### src/rtl/bus_pkg.sv
// Shared system-bus definitions: arbiter state encoding, default sizing and master indices.
package bus_pkg;

    typedef enum logic [1:0] {
        ARB_IDLE    = 2'd0,
        ARB_OWN     = 2'd1,
        ARB_RELEASE = 2'd2
    } arb_state_e;

    localparam int unsigned NUM_MASTERS_DEF   = 3;
    localparam int unsigned OWNER_W_DEF       = 2;
    localparam int unsigned TURNAROUND_CYCLES = 1;

    localparam int unsigned MST_DEMO   = 0;
    localparam int unsigned MST_BRIDGE = 1;
    localparam int unsigned MST_SPARE  = 2;

endpackage

### src/rtl/rr_pick.sv
// Combinational rotate-priority encoder: lowest eligible index at or above ptr_i, else wraps to lowest overall.
module rr_pick #(
    parameter int unsigned N = 3,
    parameter int unsigned W = 2
) (
    input  logic [N-1:0] elig_i,
    input  logic [W-1:0] ptr_i,
    output logic [W-1:0] idx_o,
    output logic         valid_o
);

    logic [W-1:0] hi_idx;
    logic [W-1:0] lo_idx;
    logic         hi_vld;

    // Descending scans so the lowest qualifying index is the one left standing.
    always_comb begin
        hi_idx = '0;
        lo_idx = '0;
        hi_vld = 1'b0;
        for (int i = int'(N) - 1; i >= 0; i--) begin
            if (elig_i[i]) begin
                lo_idx = W'(i);
                if (W'(i) >= ptr_i) begin
                    hi_idx = W'(i);
                    hi_vld = 1'b1;
                end
            end
        end
    end

    assign idx_o   = hi_vld ? hi_idx : lo_idx;
    assign valid_o = |elig_i;

endmodule

### src/rtl/bus_rr_arbiter.sv
// Round-robin system-bus arbiter with one-deep slave split parking.
// Define ARB_TIMEOUT_EN to add the forced-release ownership timeout.
module bus_rr_arbiter
    import bus_pkg::*;
#(
    parameter int unsigned NUM_MASTERS    = NUM_MASTERS_DEF,
    parameter int unsigned OWNER_W        = OWNER_W_DEF,
    parameter int unsigned TIMEOUT_CYCLES = 4096
) (
    input  logic                   clk,
    input  logic                   rstn,
    input  logic [NUM_MASTERS-1:0] req,
    input  logic                   done,
    input  logic                   split,
    input  logic                   split_rdy,
    output logic [NUM_MASTERS-1:0] grant,
    output logic [OWNER_W-1:0]     owner,
    output logic                   bus_busy,
    output logic                   split_pend,
    output logic                   timeout_err
);

    if (NUM_MASTERS < 2 || NUM_MASTERS > 8 || int'(OWNER_W) < $clog2(NUM_MASTERS)
        || TIMEOUT_CYCLES < 2 || TIMEOUT_CYCLES > 65536 || TURNAROUND_CYCLES != 1) begin : g_cfg_chk
        $error("bus_rr_arbiter: unsupported parameter combination");
    end

    arb_state_e             state_q, state_d;
    logic [NUM_MASTERS-1:0] grant_q, grant_d;
    logic [OWNER_W-1:0]     owner_q, owner_d;
    logic [OWNER_W-1:0]     ptr_q, ptr_d;
    logic [OWNER_W-1:0]     spl_mst_q, spl_mst_d;
    logic                   busy_q, busy_d;
    logic                   spl_pend_q, spl_pend_d;
    logic                   spl_rdy_q, spl_rdy_d;

    logic [NUM_MASTERS-1:0] parked_c, elig_c;
    logic [OWNER_W-1:0]     pick_idx_c, win_idx_c, nxt_ptr_c;
    logic                   pick_vld_c, resume_c, win_vld_c, tmo_hit_c, release_c;

    assign parked_c  = spl_pend_q ? (NUM_MASTERS'(1) << spl_mst_q) : '0;
    assign elig_c    = req & ~parked_c;
    assign resume_c  = spl_pend_q & spl_rdy_q & req[spl_mst_q];
    assign win_idx_c = resume_c ? spl_mst_q : pick_idx_c;
    assign win_vld_c = resume_c | pick_vld_c;
    assign nxt_ptr_c = (owner_q == OWNER_W'(NUM_MASTERS - 1)) ? '0 : owner_q + OWNER_W'(1);
    assign release_c = done | split | ~req[owner_q] | tmo_hit_c;

    rr_pick #(
        .N (NUM_MASTERS),
        .W (OWNER_W)
    ) u_rr_pick (
        .elig_i  (elig_c),
        .ptr_i   (ptr_q),
        .idx_o   (pick_idx_c),
        .valid_o (pick_vld_c)
    );

`ifdef ARB_TIMEOUT_EN
    logic [15:0] cnt_q, cnt_d;
    logic        tmo_q, tmo_d;
    assign tmo_hit_c   = (cnt_q == 16'(TIMEOUT_CYCLES - 1));
    assign timeout_err = tmo_q;
`else
    assign tmo_hit_c   = 1'b0;
    assign timeout_err = 1'b0;
`endif

    // The turnaround cycle doubles as an arbitration slot, so back-to-back owners see a single dark cycle.
    always_comb begin
        state_d    = state_q;
        grant_d    = grant_q;
        owner_d    = owner_q;
        busy_d     = busy_q;
        ptr_d      = ptr_q;
        spl_pend_d = spl_pend_q;
        spl_mst_d  = spl_mst_q;
        spl_rdy_d  = spl_rdy_q;
`ifdef ARB_TIMEOUT_EN
        cnt_d      = cnt_q;
        tmo_d      = 1'b0;
`endif
        if (spl_pend_q) begin
            if (!req[spl_mst_q]) begin
                spl_pend_d = 1'b0;
                spl_rdy_d  = 1'b0;
            end else if (split_rdy) begin
                spl_rdy_d = 1'b1;
            end
        end

        case (state_q)
            ARB_IDLE, ARB_RELEASE: begin
                state_d = ARB_IDLE;
                if (win_vld_c) begin
                    state_d = ARB_OWN;
                    grant_d = NUM_MASTERS'(1) << win_idx_c;
                    owner_d = win_idx_c;
                    busy_d  = 1'b1;
`ifdef ARB_TIMEOUT_EN
                    cnt_d   = '0;
`endif
                    if (resume_c) begin
                        spl_pend_d = 1'b0;
                        spl_rdy_d  = 1'b0;
                    end
                end
            end
            ARB_OWN: begin
`ifdef ARB_TIMEOUT_EN
                cnt_d = cnt_q + 16'd1;
`endif
                if (release_c) begin
                    state_d = ARB_RELEASE;
                    grant_d = '0;
                    owner_d = '0;
                    busy_d  = 1'b0;
                    ptr_d   = nxt_ptr_c;
                    // A second split, or split coinciding with done, is just a completion.
                    if (split && !done && !spl_pend_q) begin
                        spl_pend_d = 1'b1;
                        spl_mst_d  = owner_q;
                        spl_rdy_d  = 1'b0;
                    end
`ifdef ARB_TIMEOUT_EN
                    tmo_d = ~done & ~split & req[owner_q];
`endif
                end
            end
            default: state_d = ARB_IDLE;
        endcase
    end

    always_ff @(posedge clk or negedge rstn) begin
        if (!rstn) begin
            state_q    <= ARB_IDLE;
            grant_q    <= '0;
            owner_q    <= '0;
            ptr_q      <= '0;
            spl_mst_q  <= '0;
            busy_q     <= 1'b0;
            spl_pend_q <= 1'b0;
            spl_rdy_q  <= 1'b0;
        end else begin
            state_q    <= state_d;
            grant_q    <= grant_d;
            owner_q    <= owner_d;
            ptr_q      <= ptr_d;
            spl_mst_q  <= spl_mst_d;
            busy_q     <= busy_d;
            spl_pend_q <= spl_pend_d;
            spl_rdy_q  <= spl_rdy_d;
        end
    end

`ifdef ARB_TIMEOUT_EN
    always_ff @(posedge clk or negedge rstn) begin
        if (!rstn) begin
            cnt_q <= '0;
            tmo_q <= 1'b0;
        end else begin
            cnt_q <= cnt_d;
            tmo_q <= tmo_d;
        end
    end
`endif

    assign grant      = grant_q;
    assign owner      = owner_q;
    assign bus_busy   = busy_q;
    assign split_pend = spl_pend_q;

endmodule

### config.mk
export PLATFORM = sky130hd
export DESIGN_NAME = bus_rr_arbiter
export DESIGN_NICKNAME = d
export VERILOG_FILES = /design/src/rtl/bus_pkg.sv /design/src/rtl/rr_pick.sv /design/src/rtl/bus_rr_arbiter.sv
export SDC_FILE = /design/constraint.sdc
export NUM_CORES = 1
export LEC_CHECK = 0
export ABC_AREA = 0
export CAP_MARGIN = 20
export CORE_ASPECT_RATIO = 0.75
export CORE_UTILIZATION = 40
export CTS_BUF_LIST = sky130_fd_sc_hd__clkbuf_8
export CTS_CLUSTER_SIZE = 20
export DETAILED_ROUTE_END_ITERATION = 8
export PLACE_DENSITY = 0.6
export SYNTH_ARGS = -nofsm -noshare
export SYNTH_HDL_FRONTEND = slang
export SYNTH_SLANG_ARGS = --single-unit
export TNS_END_PERCENT = 5
### constraint.sdc
create_clock -name clk -period 3.5 [get_ports clk]
set_clock_uncertainty 0.05 [all_clocks]
set_input_delay 1.05 -clock clk [delete_from_list [all_inputs] [get_ports clk]]
set_output_delay 1.05 -clock clk [all_outputs]
set_load 0.05 [all_outputs]
Word level (Yosys, flattened, before mapping) --
Index checks and enable logic that the tools add are counted. W data, S select, Z words.
Word-level totals: output and inout port bits 8, logic and storage cells 90, input bits 8, register bits after elaboration 14
Operators by class: shift-type cells 2, add/sub/neg operators 1, reduce and logical (&&, ||, !) cells 11, multiplexer cells 50, order comparisons 5, bitwise gates (word level) 8, eq/ne operators 5
Operator list (count):
- $mux W2 | 15
- $mux W1 | 24
- $mux W3 | 3
- $pmux W2 S2 | 2
- $lt A2 B3 Y1 const B | 2
- $pmux W1 S2 | 3
- $pmux W3 S2 | 1
- $reduce_and A3 Y1 | 2
- $shl A1 B2 Y3 const A | 2
- $bmux W1 S2 | 2
- $eq A2 B2 Y1 const B | 2
- $ge A1 B2 Y1 const A | 2
- $ne A2 B2 Y1 const B | 2
- $and A3 B3 Y3 | 1
- $not A3 Y3 | 1
- $or A1 B1 Y1 | 3
- $reduce_or A3 Y1 | 1
- $add A2 B1 Y2 const B | 1
- $and A1 B1 Y1 | 2
- $eq A2 B1 Y1 const B | 1
- $ge A2 B2 Y1 const A | 1
- $logic_and A1 B1 Y1 | 2
- $logic_not A1 Y1 | 2
- $logic_not A2 Y1 | 1
- other kinds (4) | 4

Longest topological paths before layout --
Gate-level depths: netlist of the first run.
word-level depth 14, gate-level depth with buffers 6, mapped depth without buffers 5

Cells and area by module --
Synthesis of the first run repeated with hierarchy kept, for this count alone.
Unflattened totals: cell total of the unflattened synthesis 82, area total of the unflattened synthesis 819.5 µm²
By module, submodules not included:
- bus_rr_arbiter | times used 1, sequential area each 350.3 µm², area an instance 762.0 µm², cells an instance 74
- rr_pick | times used 1, sequential area each 0.0 µm², area an instance 57.6 µm², cells an instance 8

Worst setup path before layout of the first run --
No wires, ideal clock.
path kind input to register, from in req[1], to reg grant_q[0] (netlist: grant[0]), stages 5, arrival time 2040 ps, path buffers 0, setup time 121 ps, required time 3329 ps, path slack 1289 ps, path through mux2i_1 -> or3b_4 -> a31oi_1 -> nor2_1 -> a22o_1
On the way: longest elaborated chain between the ends 9, elaborated cells on any way between the ends 26, classes of those cells eq/ne: 2; shift: 1; mux: 16; bitwise: 5; reduce/logical: 2
Ends and longest elaborated chain:
- start, declared | RTL line bus_rr_arbiter.sv:12 | input logic [NUM_MASTERS-1:0] req,
- $and A3 B3 Y3 | RTL line bus_rr_arbiter.sv:42 | assign elig_c = req & ~parked_c;
- $mux W2 / $mux W1 (equally long branches) | RTL line rr_pick.sv:22 | if (elig_i[i]) begin
- $mux W2 / $mux W1 (equally long branches) | RTL line rr_pick.sv:24 | if (W'(i) >= ptr_i) begin
- $mux W2 / $mux W1 (equally long branches) | RTL line rr_pick.sv:22
- $mux W2 | RTL line rr_pick.sv:32 | assign idx_o = hi_vld ? hi_idx : lo_idx;
- $mux W2 | RTL line bus_rr_arbiter.sv:44 | assign win_idx_c = resume_c ? spl_mst_q : pick_idx_c;
- $shl A1 B2 Y3 | RTL line bus_rr_arbiter.sv:97 | grant_d = NUM_MASTERS'(1) << win_idx_c;
- $mux W3 | RTL line bus_rr_arbiter.sv:95 | if (win_vld_c) begin
- $pmux W3 S2 | RTL line bus_rr_arbiter.sv:92 | case (state_q)
- end signal, assigned | RTL line bus_rr_arbiter.sv:146 | grant_q <= grant_d;
- end, declared | RTL line bus_rr_arbiter.sv:29 | logic [NUM_MASTERS-1:0] grant_q, grant_d;
Several ways; a longest one is shown, not always the timed one. The select of a mux whose other input is x is not followed. A chain may end at the register's enable or synchronous reset.

Worst setup path after layout of the first run --
from in req[0], to reg grant_q[0] (netlist: grant[0])
On the way: longest elaborated chain between the ends 7, elaborated cells on any way between the ends 21, classes of those cells eq/ne: 2; shift: 1; mux: 11; bitwise: 5; reduce/logical: 2
Ends and longest elaborated chain:
- $bmux W1 S2 / $and A3 B3 Y3 (equally long branches) | RTL line bus_rr_arbiter.sv:43, bus_rr_arbiter.sv:42
- $mux W1 (not written as such) (tied with other cells) | RTL line bus_rr_arbiter.sv:43 | assign resume_c = spl_pend_q & spl_rdy_q & req[spl_mst_q];
- $and A1 B1 Y1 / $mux W2 (equally long branches) | RTL line bus_rr_arbiter.sv:43, rr_pick.sv:32
- $mux W2 | RTL line bus_rr_arbiter.sv:44
- $shl A1 B2 Y3 | RTL line bus_rr_arbiter.sv:97
- $mux W3 | RTL line bus_rr_arbiter.sv:95
- $pmux W3 S2 | RTL line bus_rr_arbiter.sv:92
Several ways; a longest one is shown, not always the timed one. The select of a mux whose other input is x is not followed.

==> flow_summary.ini, run 1 <==
[routing]
routed_wl_um = 1740
wl_met1_um = 902
route.met3.wl_um = 92
routed-wl-met2_um = 736
drc = 0
dr.pass1.iters = 4
vias = 672
antenna_left = 0
drt-initial-drc-count = 19
wl_per_cell_um = 14.9
vias_per_cell = 5.74
routed.top_layer = met4

[finish]
n_antenna_cell = 0
synthToLayoutAreaGrowth_pct = 23.5
layout-drive-gt1-share_pct = 15.8
fin_cells = 117
layout.nets = 105
fillers = 162

[cts]
clock_sinks = 14
clock_path_buffers = 2
numCtsBuffers = 3
cts_tree = done
holdBufCountCts = 0
cts_setup_buffers = 0
clk_latency_ns = 0.24
post_cts_resized = 0
h-tree-depth = 1
cts.clk_slew.worst_paths_ns = 0.06
cts_root_buffer = clkbuf_8

[synthesis]
synth.distinct_cells = 35
yosysMostFrequentCell = dfrtp_1
synth_area_leaders = dfrtp_1 (43%), mux2_2 (6.9%), o21ai_0 (4.9%)
syn_area_per_cell_um2 = 10.1
syn-instance-count = 80
synth_top_area_share_pct = 43.2
ys_ff_latch = 14
async_flop_share_pct = 100
yosys.area.top_type = dfrtp_1
yosys_most_used_dff = dfrtp_1
synthTopCellsByCount = dfrtp_1 (14), o21ai_0 (8), mux2_2 (5), nand2_1 (5), nor2_1 (5)
syn_area_um2 = 811
synth_edf_count = 0
yosysWarnings = 0
seq_area_frac_synth_pct = 43.2
syn-num-nets = 88

[global_route]
grt_overflow = 0
grt_usage_pct = 19.7
grt_pass1_vias = 584
grt_pass1_wl_um = 2900
antenna_found_initial = 0
grt_max_degree = 15

[power_and_ir_drop]
p_clk_share_pct = 14.8
pwr-share-comb_pct = 48.7
seqPwrFrac_pct = 36.5
p_sw_uw = 383
leakagePower_uw = 0.000408
p_int_uw = 493
peakVddDrop_mv = 0.491
power.density_nw_per_um2 = 875
switching_share_pct = 43.7

[floorplan]
die_area_um2 = 2210
core_um2 = 1820
ios = 16
start_util_pct = 44.5
rows = 13
die_h_um = 41.0
die_w_um = 54.0

[sta]
tightestPinTransition_ns = 0.645
fin_tns_setup_ns = 0
fin_hold_ws_ns = 0.447
maxSlewHeadroom_pct = 56.9
setup_viol = 0
finalHoldViolCount = 0
fin_crit_sh_pct = 78.7
fmax_mhz = 363
worst_slack_ns = 0.745
fin_crit_ns = 2.76
finalMaxSlewViolations = 0
rsz0062_at_grt = false

[worst_setup_path]
crit_path_start_kind = input pin
critPathRequiredTime_ns = 3.58
endpoint_kind = flip-flop
crit_arrival_ns = 2.84
crit_type = in2reg
crit_fanout = 7

[placed_design]
hpwl_um = 1290
dp_slack_ns = 0.501
port_buffers = 14
gp_congestion = 0.880
dp.cells = 114

[status]
outcome = complete, no violations

[job]
cap_violations = 0

[min_path]
hold_class = reg2reg
==> worst max-delay path, cell delays in order <==
cell and delay (ns):
clkdlybuf4s50_1 0.59, mux2i_1 0.13, or3b_4 0.43, a31oi_1 0.24, nor2_1 0.14, a22o_1 0.26
==> metal layers <==
metal  up-vias  GRT usage [%]
met5         -              0
met4         0           3.85
met3         2           5.56
met2        20           28.4
met1       323           29.2
li1        327              -
==> power by group through the flow <==
stage | Combinational [µW] | Clock, µW | Sequential (µW)
3_5_place_dp | 429 | 0 | 320
3_3_place_gp | 428 | 0 | 320
6_report | 427 | 130 | 319
4_1_cts | 430 | 134 | 318
2_1_floorplan | 234 | 0 | 391
5_1_grt | 466 | 138 | 333
==> sequential cells by signal, indices dropped and copies added, names as in the netlist <==
signal and flops:
owner 2, spl_rdy_q 1, spl_mst_q 2, state_q 2, grant 3, ptr_q 2, split_pend 1, bus_busy 1
==> metrics by stage <==
step	instance area [µm²]	power [µW]	utilization, %
floorplan	811	625	-
global placement	960	748	52.7
detailed placement	960	748	52.7
CTS	1000	881	54.9
global route	1000	937	54.9
finish	1000	876	54.9
==> final cells by class <==
type	instances	area, µm²	area share, %
Clock buffer	3	41.3	4.13
Inverter	2	7.51	0.750
Multi-Input combinational cell	62	434	43.4
Sequential cell	14	350	35.0
Tap cell	22	27.5	2.75
Timing Repair Buffer	14	140	14.0
==> logic make-up (layout without fill, tap and decap cells) <==
family / after synthesis / in the layout / synth area share (%)
simple gates: 31 / 31 / 23.9
compound gates: 23 / 23 / 19.8
flops: 14 / 14 / 43.2
buf+inv: 4 / 19 / 3.24
mux: 7 / 7 / 9.41
other cells: 1 / 1 / 0.463
==> layout by cell type, fill, tap and decap left out, drive strengths merged, types with 2 or more instances in the layout <==
cell / count
clkbuf: 3
nor3b: 2
a21bo: 2
mux2: 5
nand3: 2
o21ai: 8
nor2: 5
dfrtp: 14
nor3: 2
nor2b: 3
nand2b: 3
a31oi: 2
nand2: 5
o2bb2ai: 2
clkdlybuf4s50: 14
a21oi: 2
mux2i: 2
inv: 2
nand3b: 3
==> final timing paths <==
kind / start / end / depth (start not counted) / slack, ns
min in group asynchronous: rstn / split_pend / 1 / 1.16
max in group asynchronous: rstn / bus_busy / 1 / 1.83
min reg2reg: grant[2] / grant[2] / 1 / 0.45
min: grant[2] / grant[2] / 1 / 0.45
max: req[0] / grant[0] / 6 / 0.74
max reg2reg: spl_mst_q[1] / grant[0] / 5 / 1.59
No activity file was read; power rests on OpenSTA's default activity.
==> run 2, diff against run 1 <==
==> constraint.sdc (replaced) <==
create_clock -name clk -period 2.9 [get_ports clk]
set_clock_uncertainty 0.05 [all_clocks]
set_input_delay 0.87 -clock clk [delete_from_list [all_inputs] [get_ports clk]]
set_output_delay 0.87 -clock clk [all_outputs]
set_load 0.05 [all_outputs]
==> run 2 against run 1 <==
Against the previous run:
- via count rose by 0.60%
- global-route usage barely moved
- largest power group unchanged
- highest routed layer unchanged
- final area rose by 2.1%
- utilization up 1.2 points
==> flow_summary.ini, run 2 (synthesis gave the netlist of run 1 again) <==
[finish]
mostFrequentLayoutCells = dfrtp_1 (14), clkdlybuf4s50_1 (14), o21ai_0 (8)
n_antenna_cell = 0
final_area_um2 = 1020
layout-drive-gt1-share_pct = 17.5
synthToLayoutAreaGrowth_pct = 26.1
largest_reg_flops = 3
layout.nets = 106
fin_util_pct = 56.1

[min_path]
whs_path_depth = 1
hold_class = reg2reg

[floorplan]
die_h_um = 41.0
die_w_um = 54.0
start_util_pct = 44.5
core_um2 = 1820
die_area_um2 = 2210
ios = 16
rows = 13

[placed_design]
port_buffers = 14
hpwl_um = 1310
post_dp_cell_area_um2 = 967
gp_congestion = 0.882

[routing]
drc = 0
vias_per_cell = 5.68
wl_per_cell_um = 14.7
routed_wl_um = 1750
dr.pass1.iters = 4
drt-initial-drc-count = 21
antenna_left = 0
vias = 676

[cts]
cts.clk_slew.worst_paths_ns = 0.06
cts_tree = done
h-tree-depth = 1
numCtsBuffers = 3
clock_path_buffers = 2
cts_setup_buffers = 0
holdBufCountCts = 0
post_cts_resized = 0
cts_root_buffer = clkbuf_8
clk_latency_ns = 0.24
clock_sinks = 14

[worst_setup_path]
critPathRequiredTime_ns = 2.98
crit_fanout = 7
endpoint_kind = flip-flop
crit_path_start_kind = input pin
reg2reg_depth = 5
crit_type = in2reg
crit_arrival_ns = 2.63

[global_route]
antenna_found_initial = 0
grt_pass1_wl_um = 2870
grt_overflow = 0
grt_pass1_vias = 585
grt_usage_pct = 19.6
grt_max_degree = 15

[sta]
fmax_mhz = 392
maxSlewHeadroom_pct = 56.4
tightestPinTransition_ns = 0.652
finalMaxSlewViolations = 0
setup_viol = 0
rsz0062_at_grt = false
fin_tns_setup_ns = 0
finalHoldViolCount = 0
fin_crit_sh_pct = 87.9
fin_crit_ns = 2.55

[power_and_ir_drop]
power.density_nw_per_um2 = 1080
leakagePower_uw = 0.000421
peakVddDrop_mv = 0.559

[status]
outcome = complete, no violations

[job]
cap_violations = 0
run 2: cell count changes in the layout (fill, tap and decap cells not counted):
cell,before,now
buf_4,0,1
clkbuf_8,3,4
run 2: final cells by class:
| class | instances | area, µm² |
|---|---|---|
| flip-flops and latches | 14 | 350 |
| inverters | 2 | 7.51 |
| repair buffers | 15 | 148 |
| fillers | 160 | 800 |
| well taps | 22 | 27.5 |
| clock buffers | 4 | 55.1 |
| multi-input cells | 62 | 434 |
run 2: critical path, cell delays in order:
cell and delay, ns:
clkdlybuf4s50_1 0.58, mux2i_1 0.12, or3b_4 0.42, a31oi_1 0.23, nor2_1 0.15, a22o_1 0.24
run 2: final timing paths:
kind | start | slack (ns) | endpoint
worst max-delay path | req[0] | 0.35 | grant[0]
worst min-delay path | grant[1] | 0.44 | grant[1]
worst max register to register | spl_mst_q[0] | 0.99 | grant[0]
worst min register to register | grant[1] | 0.44 | grant[1]
max in group asynchronous | rstn | 1.40 | grant[0]
min in group asynchronous | rstn | 0.98 | spl_mst_q[0]
run 2: through the flow:
stage | hold slack [ns] | cells | power, µW | worst slack (ns)
final | 0.437 | 119 | 1100 | 0.350
after floorplan | 0.490 | 80 | 754 | 0.869
after detailed placement | 0.428 | 115 | 916 | 0.133
after global routing | 0.468 | 119 | 1180 | 0.204
after global placement | 0.421 | 115 | 915 | 0.115
after CTS | 0.440 | 119 | 1110 | 0.378
run 2: where the power goes:
group	total [µW]	switching, µW	internal (µW)	leakage (µW)
registers	382	105	277	0.000177
clock network	189	68.8	120	0.0000288
logic	529	293	235	0.000215
run 2: metal layers:
metal / routed length, µm / share of wire (%) / vias to the layer above / GRT usage, %
met5: 0 / 0 / - / 0
met4: 17 / 0.97 / 0 / 9.62
met3: 92 / 5.3 / 2 / 3.70
met2: 707 / 40 / 16 / 26.2
li1: - / - / 326 / -
met1: 929 / 53 / 332 / 29.7
==> run 3, diff against run 2 <==
--- a/config.mk
+++ b/config.mk
@@ -16,4 +16,4 @@
 export SYNTH_ARGS = -nofsm -noshare
 export SYNTH_HDL_FRONTEND = slang
 export SYNTH_SLANG_ARGS = --single-unit
-export TNS_END_PERCENT = 5
+export TNS_END_PERCENT = 100
==> results of run 3 <==
Final layout, timing and power as in run 2 (identical DEF).
